==> src/rtl/rs_slot_alloc.sv <==
// Dispatch-side allocator for one reservation-station buffer.
// Tracks occupancy, grants up to three lowest free entries per cycle as
// one-hot write selects (plus group-of-8 hints), and returns issued entries
// through a one-cycle free pipeline. An exception flushes everything.
//
// Handshake: dispatch presents alloc_req (1..3) and holds it until alloc_ok
// is high in the same cycle; a grant is all-or-nothing and the granted
// entries are marked busy at the rising edge that ends the granting cycle.
module rs_slot_alloc #(
    parameter int BUF_COUNT = 32,
    parameter int GRP_COUNT = BUF_COUNT / 8,
    parameter int CNT_W     = $clog2(BUF_COUNT + 1)
) (
    input  logic                 clk,
    input  logic                 rst,
    input  logic                 except,
    input  logic [1:0]           alloc_req,
    output logic                 alloc_ok,
    output logic [BUF_COUNT-1:0] alloc_slot0,
    output logic [BUF_COUNT-1:0] alloc_slot1,
    output logic [BUF_COUNT-1:0] alloc_slot2,
    output logic [GRP_COUNT-1:0] alloc_grp0,
    output logic [GRP_COUNT-1:0] alloc_grp1,
    output logic [GRP_COUNT-1:0] alloc_grp2,
    input  logic [BUF_COUNT-1:0] issue_sel0,
    input  logic [BUF_COUNT-1:0] issue_sel1,
    input  logic [BUF_COUNT-1:0] issue_sel2,
    output logic [BUF_COUNT-1:0] busy,
    output logic [CNT_W-1:0]     free_cnt,
    output logic                 almost_full,
    output logic                 err,
    output logic                 fsm_state
);

    typedef enum logic {
        RUN   = 1'b0,
        FLUSH = 1'b1
    } state_t;

    localparam logic [BUF_COUNT-1:0] ONE = BUF_COUNT'(1);

    state_t               state;
    state_t               state_next;
    logic [BUF_COUNT-1:0] free_pend;
    logic [BUF_COUNT-1:0] pick0;
    logic [BUF_COUNT-1:0] pick1;
    logic [BUF_COUNT-1:0] pick2;
    logic [1:0]           seen;
    logic [BUF_COUNT-1:0] grant_mask;
    logic [BUF_COUNT-1:0] issue_or;
    logic [BUF_COUNT-1:0] busy_next;
    logic [CNT_W-1:0]     req_ext;
    logic [CNT_W-1:0]     freed_n;
    logic [CNT_W-1:0]     cnt_next;
    logic                 proto_err;

    assign fsm_state = (state == FLUSH);

    // State register: RUN/FLUSH.
    always_ff @(posedge clk or negedge rst) begin
        if (!rst) state <= RUN;
        else      state <= state_next;
    end

    // Next state: except always lands in FLUSH; FLUSH lasts one cycle.
    always_comb begin
        state_next = state;
        case (state)
            RUN:     if (except) state_next = FLUSH;
            FLUSH:   state_next = except ? FLUSH : RUN;
            default: state_next = RUN;
        endcase
    end

    // Pick the three lowest free entries; entries still pending free stay busy.
    always_comb begin
        pick0 = '0;
        pick1 = '0;
        pick2 = '0;
        seen  = 2'd0;
        for (int i = 0; i < BUF_COUNT; i++) begin
            if (!busy[i]) begin
                if (seen == 2'd0) begin
                    pick0[i] = 1'b1;
                    seen     = 2'd1;
                end else if (seen == 2'd1) begin
                    pick1[i] = 1'b1;
                    seen     = 2'd2;
                end else if (seen == 2'd2) begin
                    pick2[i] = 1'b1;
                    seen     = 2'd3;
                end
            end
        end
    end

    assign req_ext  = CNT_W'(alloc_req);
    assign alloc_ok = (state == RUN) & ~except & (alloc_req != 2'd0) & (free_cnt >= req_ext);

    assign alloc_slot0 = (alloc_ok && alloc_req >= 2'd1) ? pick0 : '0;
    assign alloc_slot1 = (alloc_ok && alloc_req >= 2'd2) ? pick1 : '0;
    assign alloc_slot2 = (alloc_ok && alloc_req == 2'd3) ? pick2 : '0;
    assign grant_mask  = alloc_slot0 | alloc_slot1 | alloc_slot2;

    for (genvar g = 0; g < GRP_COUNT; g++) begin : g_grp
        assign alloc_grp0[g] = |alloc_slot0[g*8 +: 8];
        assign alloc_grp1[g] = |alloc_slot1[g*8 +: 8];
        assign alloc_grp2[g] = |alloc_slot2[g*8 +: 8];
    end

    assign issue_or = issue_sel0 | issue_sel1 | issue_sel2;

    // Count entries actually released this edge (only bits that are still busy).
    always_comb begin
        freed_n = '0;
        for (int i = 0; i < BUF_COUNT; i++) begin
            if (free_pend[i] && busy[i]) freed_n = freed_n + CNT_W'(1);
        end
    end

    // Next occupancy and free count; except wipes both.
    always_comb begin
        busy_next = (busy & ~free_pend) | grant_mask;
        cnt_next  = free_cnt + freed_n - (alloc_ok ? req_ext : '0);
        if (except) begin
            busy_next = '0;
            cnt_next  = CNT_W'(BUF_COUNT);
        end
    end

    // Protocol checks on the issue selects.
    always_comb begin
        proto_err = 1'b0;
        if ((issue_or & ~busy) != '0) proto_err = 1'b1;
        if (((issue_sel0 & issue_sel1) | (issue_sel0 & issue_sel2) | (issue_sel1 & issue_sel2)) != '0)
            proto_err = 1'b1;
        if ((issue_sel0 & (issue_sel0 - ONE)) != '0) proto_err = 1'b1;
        if ((issue_sel1 & (issue_sel1 - ONE)) != '0) proto_err = 1'b1;
        if ((issue_sel2 & (issue_sel2 - ONE)) != '0) proto_err = 1'b1;
    end

    // Occupancy, free pipeline, counter, almost_full and sticky err.
    always_ff @(posedge clk or negedge rst) begin
        if (!rst) begin
            busy        <= '0;
            free_pend   <= '0;
            free_cnt    <= CNT_W'(BUF_COUNT);
            almost_full <= 1'b0;
            err         <= 1'b0;
        end else begin
            busy        <= busy_next;
            free_pend   <= except ? '0 : issue_or;
            free_cnt    <= cnt_next;
            almost_full <= (cnt_next < CNT_W'(3));
            if (proto_err) err <= 1'b1;
        end
    end

endmodule

==> config.mk <==
export PLATFORM = sky130hd
export DESIGN_NAME = rs_slot_alloc
export DESIGN_NICKNAME = d
export VERILOG_FILES = /design/src/rtl/rs_slot_alloc.sv
export SDC_FILE = /design/constraint.sdc
export NUM_CORES = 1
export LEC_CHECK = 0
export ABC_AREA = 1
export ABC_CLOCK_PERIOD_IN_PS = 20700
export CORE_MARGIN = 1
export CORE_UTILIZATION = 31
export CTS_BUF_LIST = sky130_fd_sc_hd__clkbuf_4 sky130_fd_sc_hd__clkbuf_8 sky130_fd_sc_hd__clkbuf_16
export CTS_CLUSTER_SIZE = 24
export DETAILED_ROUTE_END_ITERATION = 10
export REMOVE_ABC_BUFFERS = 1
export SYNTH_ARGS = -nofsm -noshare
export SYNTH_HDL_FRONTEND = slang
export SYNTH_SLANG_ARGS = --single-unit
==> constraint.sdc <==
create_clock -name clk -period 20.7 [get_ports clk]
set_clock_uncertainty 0.15 [all_clocks]
set_input_delay 2.07 -clock clk [delete_from_list [all_inputs] [get_ports clk]]
set_output_delay 2.07 -clock clk [all_outputs]
set_load 0.03 [all_outputs]
Yosys cells after proc, flatten, opt, wreduce, memory -nomap -nowiden

Cells that the tools add are included.

Register bits after elaboration: 73
Output and inout port bits: 150
Word-level logic and storage cells: 661

$lt $le $gt $ge: 4
Equality and inequality tests: 63
Bitwise operators: 22
Mux-type cells: 446
Reductions and logical operators: 84
Add/sub/neg operators: 36

Operator list:

| operator                                                              | number |
|---|---|
| 1-bit two-way mux                                                     | 288 |
| 32-bit AND                                                            | 8 |
| 2-bit two-way mux                                                     | 121 |
| 32-bit OR                                                             | 7 |
| 6-bit two-way mux                                                     | 32 |
| 6-bit by 1-bit adder with 6-bit output, second input constant         | 31 |
| 32-bit two-way mux                                                    | 5 |
| 32-bit nonzero test                                                   | 5 |
| 8-bit OR reduction                                                    | 12 |
| 32-bit by 1-bit subtractor with 32-bit output, second input constant  | 3 |
| 2-bit equality test, second input constant                            | 32 |
| 32-bit NOT                                                            | 2 |
| 2-bit by 1-bit equality test with 1-bit output, second input constant | 31 |
| 2-bit zero test                                                       | 31 |
| 1-bit logical AND                                                     | 35 |
| 6-bit adder                                                           | 1 |
| 6-bit by 2-bit >= comparator with 1-bit output                        | 1 |
| 6-bit by 2-bit < comparator with 1-bit output, second input constant  | 1 |
| 6-bit by 2-bit subtractor with 6-bit output                           | 1 |
| 1-bit AND                                                             | 3 |
| 2-bit by 1-bit >= comparator with 1-bit output, second input constant | 1 |
| 2-bit >= comparator, second input constant                            | 1 |
| 1-bit NOT                                                             | 2 |
| 2-bit nonzero test                                                    | 1 |

Logic depth before layout (Yosys ltp)

Depth in word-level cells: 160
Gate-level depth with buffers: 115

Worst setup path after synthesis

No wires, ideal clock.

Path kind: reg2reg
Start: reg busy[0]
End: reg almost_full
Arrival: 15.322 ns
Stages on the path, launching flop included: 103
Period minus slack after synthesis: 15.541 ns
Path slack: 5.159 ns
Path buffers: 0
Path through: dfrtp_1 -> nand2_1 -> ha_1 -> nand3_1 -> nand2_2 -> inv_1 -> ha_1 -> nand2_1 -> nand2_1 -> xor2_1 -> o21ai_1 -> ha_1 -> or2_2 -> nand2_1 -> xnor2_1 -> o21ai_1 -> ha_1 -> inv_1 -> [67 not listed] -> or2_2 -> o21ai_0 -> inv_1 -> ha_1 -> or2_2 -> a21boi_0 -> ha_1 -> mux2i_1 -> fa_1 -> inv_1 -> fa_1 -> a21o_1 -> a21oi_1 -> inv_1 -> o21ai_0 -> a21oi_1 -> a2111o_1 -> nor2_2

Word-level cells in the longest chain between the ends: 68

Ends and longest elaborated chain:

| what                                            | RTL line | RTL |
|---|---|---|
| from (decl)                                     | 28       | `output logic [BUF_COUNT-1:0] busy,` |
| from (signal assigned)                          | 151      | `busy <= busy_next;` |
| 1-bit logical AND *                             | 117      | `if (free_pend[i] && busy[i]) freed_n = freed_n + CNT_W'(1);` |
| 1-bit two-way mux *                             | 117      |  |
| 6-bit by 1-bit adder with 6-bit output          | 117      |  |
| 6-bit two-way mux *                             | 117      |  |
| 6-bit by 1-bit adder with 6-bit output          | 117      |  |
| 6-bit two-way mux *                             | 117      |  |
| 6-bit by 1-bit adder with 6-bit output          | 117      |  |
| 6-bit two-way mux *                             | 117      |  |
| [53 not listed]                                 | -        |  |
| 6-bit two-way mux *                             | 117      |  |
| 6-bit by 1-bit adder with 6-bit output          | 117      |  |
| 6-bit two-way mux *                             | 117      |  |
| 6-bit adder *                                   | 124      | `cnt_next = free_cnt + freed_n - (alloc_ok ? req_ext : '0);` |
| 6-bit by 2-bit subtractor with 6-bit output *   | 124      |  |
| 6-bit two-way mux *                             | 125      | `if (except) begin` |
| named net cnt_next[4]                           | 54       | `logic [CNT_W-1:0] cnt_next;` |
| 6-bit by 2-bit < comparator with 1-bit output * | 154      | `almost_full <= (cnt_next < CNT_W'(3));` |
| to (signal assigned)                            | 154      |  |
| to (decl)                                       | 30       | `output logic almost_full,` |

The timed path passes the listed nets; every way through them passes the cells marked *.
A chain may end at the register's enable or synchronous reset.

Final worst setup path

Same ends and word-level chain as after synthesis.

==> out/qor.txt <==
TritonCTS clock tree - built
Hold path depth - 2
Number of max-cap violations - 0
Worst Tran Pin Value - 0.929 ns
Post-synthesis sequential area ratio - 14.7%
Endpoints failing setup - 0
First-pass GRT wire length - 72,400 um
Post-DP HPWL - 38,100 um
CP startpoint - busy[0]$_DFF_PN0_
Slowest cell on crit path - dfrtp_1
R2R Path Start - busy[0]$_DFF_PN0_
Largest net degree at the start of global routing - 51
Core area - 39,600 sq um
Final net count - 2,509
Area grow syn2layout - 27.0%
H-tree levels - 3
Post-CTS setup buffers - 0
Pleak - 8.15 nW
Worst Path Max Fanout - 7
Setup TNS - 0 ns
1st-pass router iterations - 7
CTS Buf Count - 9
Worst Setup Path Type - reg -> reg
Number of flops mapped to enable cells by yosys - 0
R2R Path End - almost_full$_DFF_PN0_
Post-DRT Antenna Nets - 0
Max Fclk - 58.4 MHz
Cells after synthesis - 2,117
Hold Crit Class - reg -> reg
CP Capture Type - flip-flop
Commonest non-fill, non-tap cells in the layout - nand2_1, inv_1, clkdlybuf4s50_1, nor2_1, nand3_1
I/O Pins - 251
Syn_area_per_cell - 5.88 sq um
Share of layout cells above drive strength 1 - 11.8%
Root Buffer - clkbuf_16
Final clock period utilization by the worst path - 82.7%
RSZ-0062 raised after global routing - no
Clk Latency, worst-skew pair - 0.38 ns
Synth async-reset ratio - 100%
# port buffers - 247
CP Data Arrival Time - 17.28 ns
Status - complete, no violations
Clock-pin slew of the registers on the worst-case setup and hold paths - 0.07 ns
Pwr dens - 34.2 nW/um^2
Yosys cell types - 56
Max Buffers Root-to-Sink - 2
Vias in the first global route - 13.8k
Synth Warn # - 0
Ys flop type - dfrtp_1
Resized cells post-CTS - 0
Num rows - 73
Hold Startpoint - err$_DFFE_PN0P_
Routed WL - 46,000 um
Final min period - 17.12 ns
Max-slew violations - 0
Sinks on Clock Net - 73
R2R depth - 107
DIE WIDTH - 202 um
Initial antenna violation count - 10
Slew HR - 36.5%
Routed vias - 14.6k
Cell Area, Synth - 12,500 sq um
Vias per inst - 5.03
Worst hold slack - 0.364 ns
Die Span Y - 202 um
Worst Path Required - 20.86 ns
Drt drc - 0
Drt initial violations - 990
Initial Util - 31.4%
Final hold vios - 0
Gr usage total - 22.2%
Crit path top cell by count - nand2_1
Peak VDD IR - 0.0000426 V
Worst Setup Start Kind - flip-flop
#FFs+latches synth - 73
Hold-fix buffers, CTS - 0
GPL Wtd Cong - 0.914
Grt total ovfl - 0
Die Area - 41,000 sq um
Reg2reg setup slack - 3.58 ns
Commonest non-fill, non-tap cell in the layout - nand2_1
Slowest stage delay, CP - 0.47 ns
Routed len/inst - 15.9 um
WHS Endpoint - err$_DFFE_PN0P_
==> power breakdown <==
| group | switching [mW] | internal [mW] | total, mW | leakage, nW |
|---|---|---|---|---|
| Sequential | 0.00846 | 0.153 | 0.161 | 0.939 |
| Clock | 0.0804 | 0.106 | 0.186 | 0.152 |
| Combinational | 0.120 | 0.0744 | 0.194 | 7.06 |
| Total | 0.209 | 0.333 | 0.542 | 8.15 |
==> sequential cells by signal (all words and copies together), names as in the netlist <==
| signal | count |
|---|---|
| busy | 32 |
| free_pend | 32 |
| free_cnt | 6 |
| almost_full | 1 |
| err | 1 |
| fsm_state | 1 |
==> cell type report <==
cell class | instances | area (sq um)
clock inverters | 7 | 93.8
repair buffers | 254 | 2520
diodes | 4 | 10.0
clock buffers | 9 | 225
inverters | 414 | 1550
multi-input cells | 1609 | 8940
flip-flops and latches | 73 | 1830
fillers | 4344 | 23800
well taps | 525 | 657
==> stage by stage <==
| stage | utilization (%) | setup WS [ns] | power (mW) | cell area (sq um) | instances |
|---|---|---|---|---|---|
| floorplan | - | 5.15 | 0.279 | 12300 | 2096 |
| global placement | 39.1 | 4.35 | 0.355 | 15500 | 2875 |
| detailed placement | 39.1 | 3.77 | 0.357 | 15500 | 2875 |
| CTS | 39.9 | 3.70 | 0.547 | 15800 | 2891 |
| global route | 39.9 | 1.76 | 0.575 | 15800 | 2894 |
| finish | 39.9 | 3.58 | 0.542 | 15800 | 2895 |
==> synthesized netlist by cell type (all sizes together) (9+ instances only) <==
cell | number | share of area (%)
maj3 | 14 | 1.1
a21oi | 62 | 2.5
or4 | 10 | 0.60
a211oi | 10 | 0.60
ha | 45 | 4.5
xor2 | 12 | 0.84
nor4 | 64 | 3.3
a2111oi | 9 | 0.63
buf | 12 | 0.81
nand4 | 78 | 4.3
nor3 | 38 | 1.5
inv | 413 | 12
or2 | 23 | 1.2
nand3b | 27 | 1.7
o21ai | 68 | 2.8
dfrtp | 72 | 14
a31oi | 37 | 1.9
nand3 | 229 | 12
nand2 | 598 | 22
clkbuf | 11 | 0.33
o2111ai | 12 | 0.84
nor2 | 239 | 7.4
==> metal layers <==
layer	global-route usage (%)	share of wire [%]	vias to the layer above	routed length [um]
met1	28.9	46	6622	21200
li1	-	-	7489	-
met5	0	0.15	-	71
met4	6.26	2.2	10	996
met2	37.2	46	389	21200
met3	4.14	5.6	57	2580
==> worst max path at each step <==
| stage | endpoint | depth (start not counted) | slack (ns) |
|---|---|---|---|
| 5_1_grt | almost_full$_DFF_PN0_ | 108 | 1.76 |
| 3_3_place_gp | almost_full$_DFF_PN0_ | 108 | 4.35 |
| 6_report | almost_full$_DFF_PN0_ | 107 | 3.58 |
| 2_1_floorplan | almost_full$_DFF_PN0_ | 102 | 5.15 |
| 3_5_place_dp | almost_full$_DFF_PN0_ | 107 | 3.77 |
| 4_1_cts | almost_full$_DFF_PN0_ | 107 | 3.70 |
==> critical path: cells and delay by family (launching register included) <==
kind | cells | cell delay, ns
flops | 1 | 0.47
compound gates | 22 | 3.27
mux | 1 | 0.16
buf+inv | 8 | 0.55
fa+ha+maj | 19 | 5.43
xor+xnor | 5 | 0.75
simple gates | 52 | 6.31
==> kinds of logic (layout without fill, tap and decap cells) <==
family | Yosys count | count (layout) | share of synthesized area, %
simple gates | 1307 | 1307 | 53.8
fa+ha+maj | 61 | 61 | 5.97
xor+xnor | 16 | 16 | 1.13
buf+inv | 437 | 684 | 13.6
flops | 73 | 73 | 14.7
other cells | 1 | 7 | 0.0301
compound gates | 221 | 221 | 10.7
mux | 1 | 1 | 0.0804
No activity file was read; power rests on OpenSTA's default activity.
==> variant 1, RTL diff (same flow settings) <==
Change the parameter `BUF_COUNT` from 32 to 16.
--- a/src/rtl/rs_slot_alloc.sv
+++ b/src/rtl/rs_slot_alloc.sv
@@ -8,5 +8,5 @@
 // entries are marked busy at the rising edge that ends the granting cycle.
 module rs_slot_alloc #(
-    parameter int BUF_COUNT = 32,
+    parameter int BUF_COUNT = 16,
     parameter int GRP_COUNT = BUF_COUNT / 8,
     parameter int CNT_W     = $clog2(BUF_COUNT + 1)
Interface: changed (11 resized); port bits go from 251 to 132. No check against the original RTL was run, so the function may have changed too.
==> variant 1 against the original RTL <==
  * Wire length decreased by 62%
  * Sequential share of layout area increased by 1.5 points
  * Sequential cell count decreased by 33
  * Worst setup slack improved by 8.0 ns
  * Global-route usage decreased by 4.2 points
  * Final area decreased by 52%
  * Power decreased by 42%
  * Synthesized area decreased by 52%
==> variant 1: results (changes against the original RTL) <==
Worst hold path
  • WHS Path Cells: 1 (-1)
  • Worst Hold End: err
  • Min-delay src: err

Logic synthesis
  • Synth cell types: 49 (-13%)
  • Yosys warns: 0 (unchanged)
  • Synth area leaders: dfrtp_1 16%, nand2_1 12%, inv_1 11%, nor2_1 7.0%, ha_1 5.7%
  • Most frequent cells after synthesis: 190 x nand2_1, 169 x inv_1, 110 x nor2_1
  • Cell count after synthesis: 962 (-55%)
  • Register area share after synthesis: 16.9% (+2.2 points)
  • Predominant post-synthesis flop cell: dfrtp_1

Setup path
  • Worst path max stage delay: approximately 0.48 ns
  • WP data arrival: 9.18 ns (-8.10 ns)
  • Worst R2R Setup Slack: 11.60 ns (+8.01 ns)
  • RR Endpoint: almost_full
  • Worst Reg-to-Reg Cells: 57 (-47%)
  • Top delay family on crit path: adder cells
  • Crit-path slowest cell: fa_1
  • Worst r2r src: busy[0]
  • Max Fanout on Critical Path: 7 (unchanged)

Timing
  • Slew @ Worst Pin: 0.985 ns (+0.0569 ns)
  • Final hold slack: 0.347 ns (-0.0167 ns)

Detailed routing
  • DR WL/cell: 13.1 microns (-18%)
  • Via density: 4.84 (-3.7%)
  • Drt pass-1 iters: 5 (-2)
  • DRT Wirelength: 17.4 mm (-62%)
  • Initial DRC Count: 239 (-76%)

Clock tree
  • Reg clk slew, reported paths: about 0.060 ns
  • Worst skew pair latency: 0.29 ns (-0.09 ns)
  • Total CTS buffers: 5 (-4)
  • H-tree Lvls: 2 (-1)
  • Post-CTS sizing: 0 (unchanged)
  • Clock Root Buffer: clkbuf_16

Global route
  • Antenna violations before repair: 0 (-10)
  • GR Layer Usage met3: 2.74% (-1.4 points)
  • GR Util met2: 31.1% (-6.1 points)
  • Routing usage on met1: 22.4% (-6.4 points)
  • Largest net degree at the start of global routing: 41 (-20%)
  • First-pass GRT wire length: 28.9 mm (-60%)
  • Number of global-route vias before repair: 6222 (-55%)
  • GRT Total Usage: 18.0% (-4.2 points)

Pwr
  • LEAKAGE: 3.92 nW (-52%)
  • Peak supply drop: 30.8 uV (-28%)

Placed design
  • Dpl cells: 1319 (-54%)
  • Port buffer count: 128 (-48%)
  • DP HPWL: 14.8 mm (-61%)
  • GPL Wtd Cong: 0.887 (-3.0%)

Outcome
  • Status: complete, no violations

Finish
  • ANT cells: 0 (-4)
  • Layout cells sized above 1: 13.8% (+2.0 points)
  • Largest regs: busy: 16 flops, free_pend: 16 flops, free_cnt: 5 flops
  • Fillers: 1980 (-54%)
  • Nets: 1174 (-53%)
==> variant 1: per-layer routing <==
layer / part of all wire, % / vias to the layer above
met4: 2.9 / 0
met3: 4.3 / 27
met5: 0 / -
met2: 47 / 136
li1: - / 3401
met1: 46 / 2859
==> variant 1: metrics by stage <==
step                      cell area, sq um  setup WS, ns
after floorplan                       5890         12.05
after global placement                7460         11.85
after CTS                             7650         11.55
after detailed placement              7460         11.59
after global routing                  7650         10.78
final                                 7650         11.60
==> variant 1: where the power goes <==
group          internal (mW)  switching [mW]  leakage [nW]  total (mW)
clock network         0.0684          0.0324        0.0899       0.101
registers             0.0854         0.00477         0.511      0.0902
logic                 0.0497          0.0737          3.32       0.123
total                  0.203           0.111          3.92       0.314
==> variant 1: worst max path at each step <==
stage,startpoint,to,slack [ns],cells past startpoint
finish,busy[0],almost_full,11.60,57
global route,busy[0],almost_full,10.78,57
CTS,busy[0],almost_full,11.55,57
detailed placement,busy[0],almost_full,11.59,56
global placement,busy[0],almost_full,11.85,56
floorplan,busy[0],almost_full,12.05,57
==> variant 1: final cells by class <==
| cell class | count | area (sq um) | area share [%] |
|---|---|---|---|
| Multi-Input combinational cell | 723 | 4160 | 54.4 |
| Sequential cell | 40 | 1000 | 13.1 |
| Tap cell | 234 | 293 | 3.83 |
| Timing Repair Buffer | 129 | 1280 | 16.8 |
| Clock inverter | 2 | 60.1 | 0.785 |
| Clock buffer | 5 | 125 | 1.64 |
| Inverter | 193 | 724 | 9.47 |
==> variant 1: logic make-up after synthesis <==
| group | share of synthesized area [%] |
|---|---|
| AOI/OAI and AO/OA | 11.3 |
| xor gates and xnor gates | 1.18 |
| adders and majority gates | 7.55 |
| buffers and inverters | 13.2 |
| DFF | 16.9 |
| other | 0.0632 |
| and+or+nand+nor | 49.9 |
==> variant 2, RTL diff (config.mk and constraints unchanged) <==
Without the edit above. Register the output `free_cnt` once more, without a reset; this adds one clock of latency there. The other outputs are not delayed to match.
--- a/src/rtl/rs_slot_alloc.sv
+++ b/src/rtl/rs_slot_alloc.sv
@@ -39,4 +39,6 @@
 
     localparam logic [BUF_COUNT-1:0] ONE = BUF_COUNT'(1);
+
+    logic [CNT_W-1:0] free_cnt_s0;
 
     state_t               state;
@@ -96,5 +98,5 @@
 
     assign req_ext  = CNT_W'(alloc_req);
-    assign alloc_ok = (state == RUN) & ~except & (alloc_req != 2'd0) & (free_cnt >= req_ext);
+    assign alloc_ok = (state == RUN) & ~except & (alloc_req != 2'd0) & (free_cnt_s0 >= req_ext);
 
     assign alloc_slot0 = (alloc_ok && alloc_req >= 2'd1) ? pick0 : '0;
@@ -122,5 +124,5 @@
     always_comb begin
         busy_next = (busy & ~free_pend) | grant_mask;
-        cnt_next  = free_cnt + freed_n - (alloc_ok ? req_ext : '0);
+        cnt_next  = free_cnt_s0 + freed_n - (alloc_ok ? req_ext : '0);
         if (except) begin
             busy_next = '0;
@@ -145,5 +147,5 @@
             busy        <= '0;
             free_pend   <= '0;
-            free_cnt    <= CNT_W'(BUF_COUNT);
+            free_cnt_s0 <= CNT_W'(BUF_COUNT);
             almost_full <= 1'b0;
             err         <= 1'b0;
@@ -151,5 +153,5 @@
             busy        <= busy_next;
             free_pend   <= except ? '0 : issue_or;
-            free_cnt    <= cnt_next;
+            free_cnt_s0 <= cnt_next;
             almost_full <= (cnt_next < CNT_W'(3));
             if (proto_err) err <= 1'b1;
@@ -157,4 +159,8 @@
     end
 
+    always_ff @(posedge clk) begin
+        free_cnt <= free_cnt_s0;
+    end
+
 endmodule
 
Check against the original RTL: not equivalent (Yosys sat finds a counterexample within 4 cycles, from zero or initial values and one cycle with rst low).
==> variant 2 against the original RTL <==
  * Worst setup slack lost 0.079 ns
  * Final area grew 0.63%
  * Global-route usage shrank 0.064 points
  * Sequential cell count grew 6
  * Wire length grew 0.52%
  * Power grew 2.0%
  * Sequential share of layout area grew 0.68 points
  * Synthesized area grew 0.96%
==> variant 2: results (changes against the original RTL) <==
Global route
  • Number of global-route vias before repair: 13900 (+0.57%)
  • GR Layer Usage met3: 3.98% (-0.16 points)
  • First-pass GRT wire length: 72.8 mm (+0.58%)
  • Largest net degree at the start of global routing: 63 (+24%)
  • GRT Total Usage: 22.1% (-0.064 points)
  • Routing usage on met1: 28.9% (+0.055 points)
  • GR Util met2: 37.2% (about the same)
  • Antenna violations before repair: 5 (-5)

Detailed routing
  • Drt pass-1 iters: 8 (+1)
  • Initial DRC Count: 795 (-20%)
  • Routed vias: 14700 (+0.66%)
  • DR WL/cell: 16.0 microns (+0.42%)
  • DRT Wirelength: 46.3 mm (+0.52%)

Pwr
  • Clk pwr share: 32.4% (-2.0 points)
  • Switch share: 38.9% (+0.29 points)
  • Sequential power: 0.178 mW (+11%)
  • Peak supply drop: 42.7 uV (+0.24%)
  • Psw: 0.215 mW (+2.8%)
  • LEAKAGE: 8.19 nW (+0.48%)

Logic synthesis
  • XOR/XNOR Fraction of Synth Area: 1.11% (-0.011 points)
  • Synth area leaders: dfrtp_1 14%, nand2_1 14%, inv_1 11%, nand3_1 7.2%, nor2_1 7.0%
  • Ys async rst share: 92.4% (-7.6 points)
  • Cell count after synthesis: 2123 (+0.28%)
  • Synth cell types: 57 (+1.8%)
  • Synth Area in Compound Gates: 10.6% (-0.10 points)
  • Adder-cell share of the synthesized area: 5.91% (-0.057 points)
  • Register area share after synthesis: 15.5% (+0.82 points)
  • Post-synthesis mux area share: 0.0796% (-0.00077 points)

Clock tree
  • Clock Root Buffer: clkbuf_16
  • Clock buffer depth: 2 (unchanged)
  • Total CTS buffers: 9 (unchanged)

Placed design
  • Dpl cells: 2881 (+0.21%)
  • GPL Wtd Cong: 0.901 (-1.4%)
  • Worst slack, placed: 3.76 ns (-0.0158 ns)
  • DP HPWL: 38.3 mm (+0.44%)
  • Post-DP Area: 15600 sq um (+0.78%)

Finish
  • Nets: 2515 (+0.24%)
  • Layout cells sized above 1: 11.8% (-0.030 points)
  • Largest regs: busy: 32 flops, free_pend: 32 flops

Setup path
  • WP data arrival: 17.35 ns (+0.07 ns)
  • Crit-path slowest cell: fa_1
  • Worst path max stage delay: 0.50 ns (+0.03 ns)

Timing
  • Slew @ Worst Pin: 1.11 ns (+0.179 ns)

Outcome
  • Status: complete, no violations
==> variant 2: cell count changes in the layout (fill, tap and decap cells not counted) <==
cell       unedited run  this run
clkinv_2              2         0
inv_6                 1         2
clkinv_4              0         2
diode_2               4         1
dfxtp_1               0         6
bufinv_16             2         1
==> variant 2: routing by layer <==
| layer | routed length (microns) | vias to the layer above | share of wire [%] |
|---|---|---|---|
| li1 | - | 7494 | - |
| met1 | 21300 | 6694 | 46 |
| met2 | 21300 | 407 | 46 |
| met3 | 2690 | 60 | 5.8 |
| met4 | 957 | 8 | 2.1 |
| met5 | 53 | - | 0.11 |
==> variant 2: worst max-delay path: cells and delay by family, from the launching register on <==
kind / cells / cell delay [ns]
fa+ha+maj: 19 / 5.66
simple gates: 44 / 5.57
xor+xnor: 4 / 0.59
mux: 1 / 0.07
buf+inv: 10 / 0.70
compound gates: 26 / 3.91
flops: 1 / 0.46
==> variant 2: worst paths after layout <==
kind	startpoint	end	slack, ns	depth (start not counted)
worst max-delay path	busy[0]	almost_full	3.50	104
worst min-delay path	free_cnt_s0[3]	free_cnt[3]	0.23	0
worst max register to register	busy[0]	almost_full	3.50	104
worst min register to register	free_cnt_s0[3]	free_cnt[3]	0.23	0
max in group asynchronous	rst	busy[1]	17.81	2
min in group asynchronous	rst	free_pend[22]	1.38	1
==> variant 2: cell families after synthesis <==
logic type | Yosys count
simple gates | 1307
flops | 79
xor+xnor | 16
compound gates | 221
other cells | 1
buf+inv | 437
fa+ha+maj | 61
mux | 1
==> variant 2: cell type report <==
type / instances / area (sq um)
inverters: 414 / 1550
well taps: 525 / 657
clock buffers: 9 / 225
repair buffers: 254 / 2520
flip-flops and latches: 79 / 1950
diodes: 1 / 2.50
multi-input cells: 1609 / 8940
clock inverters: 7 / 80.1
fillers: 4281 / 23900
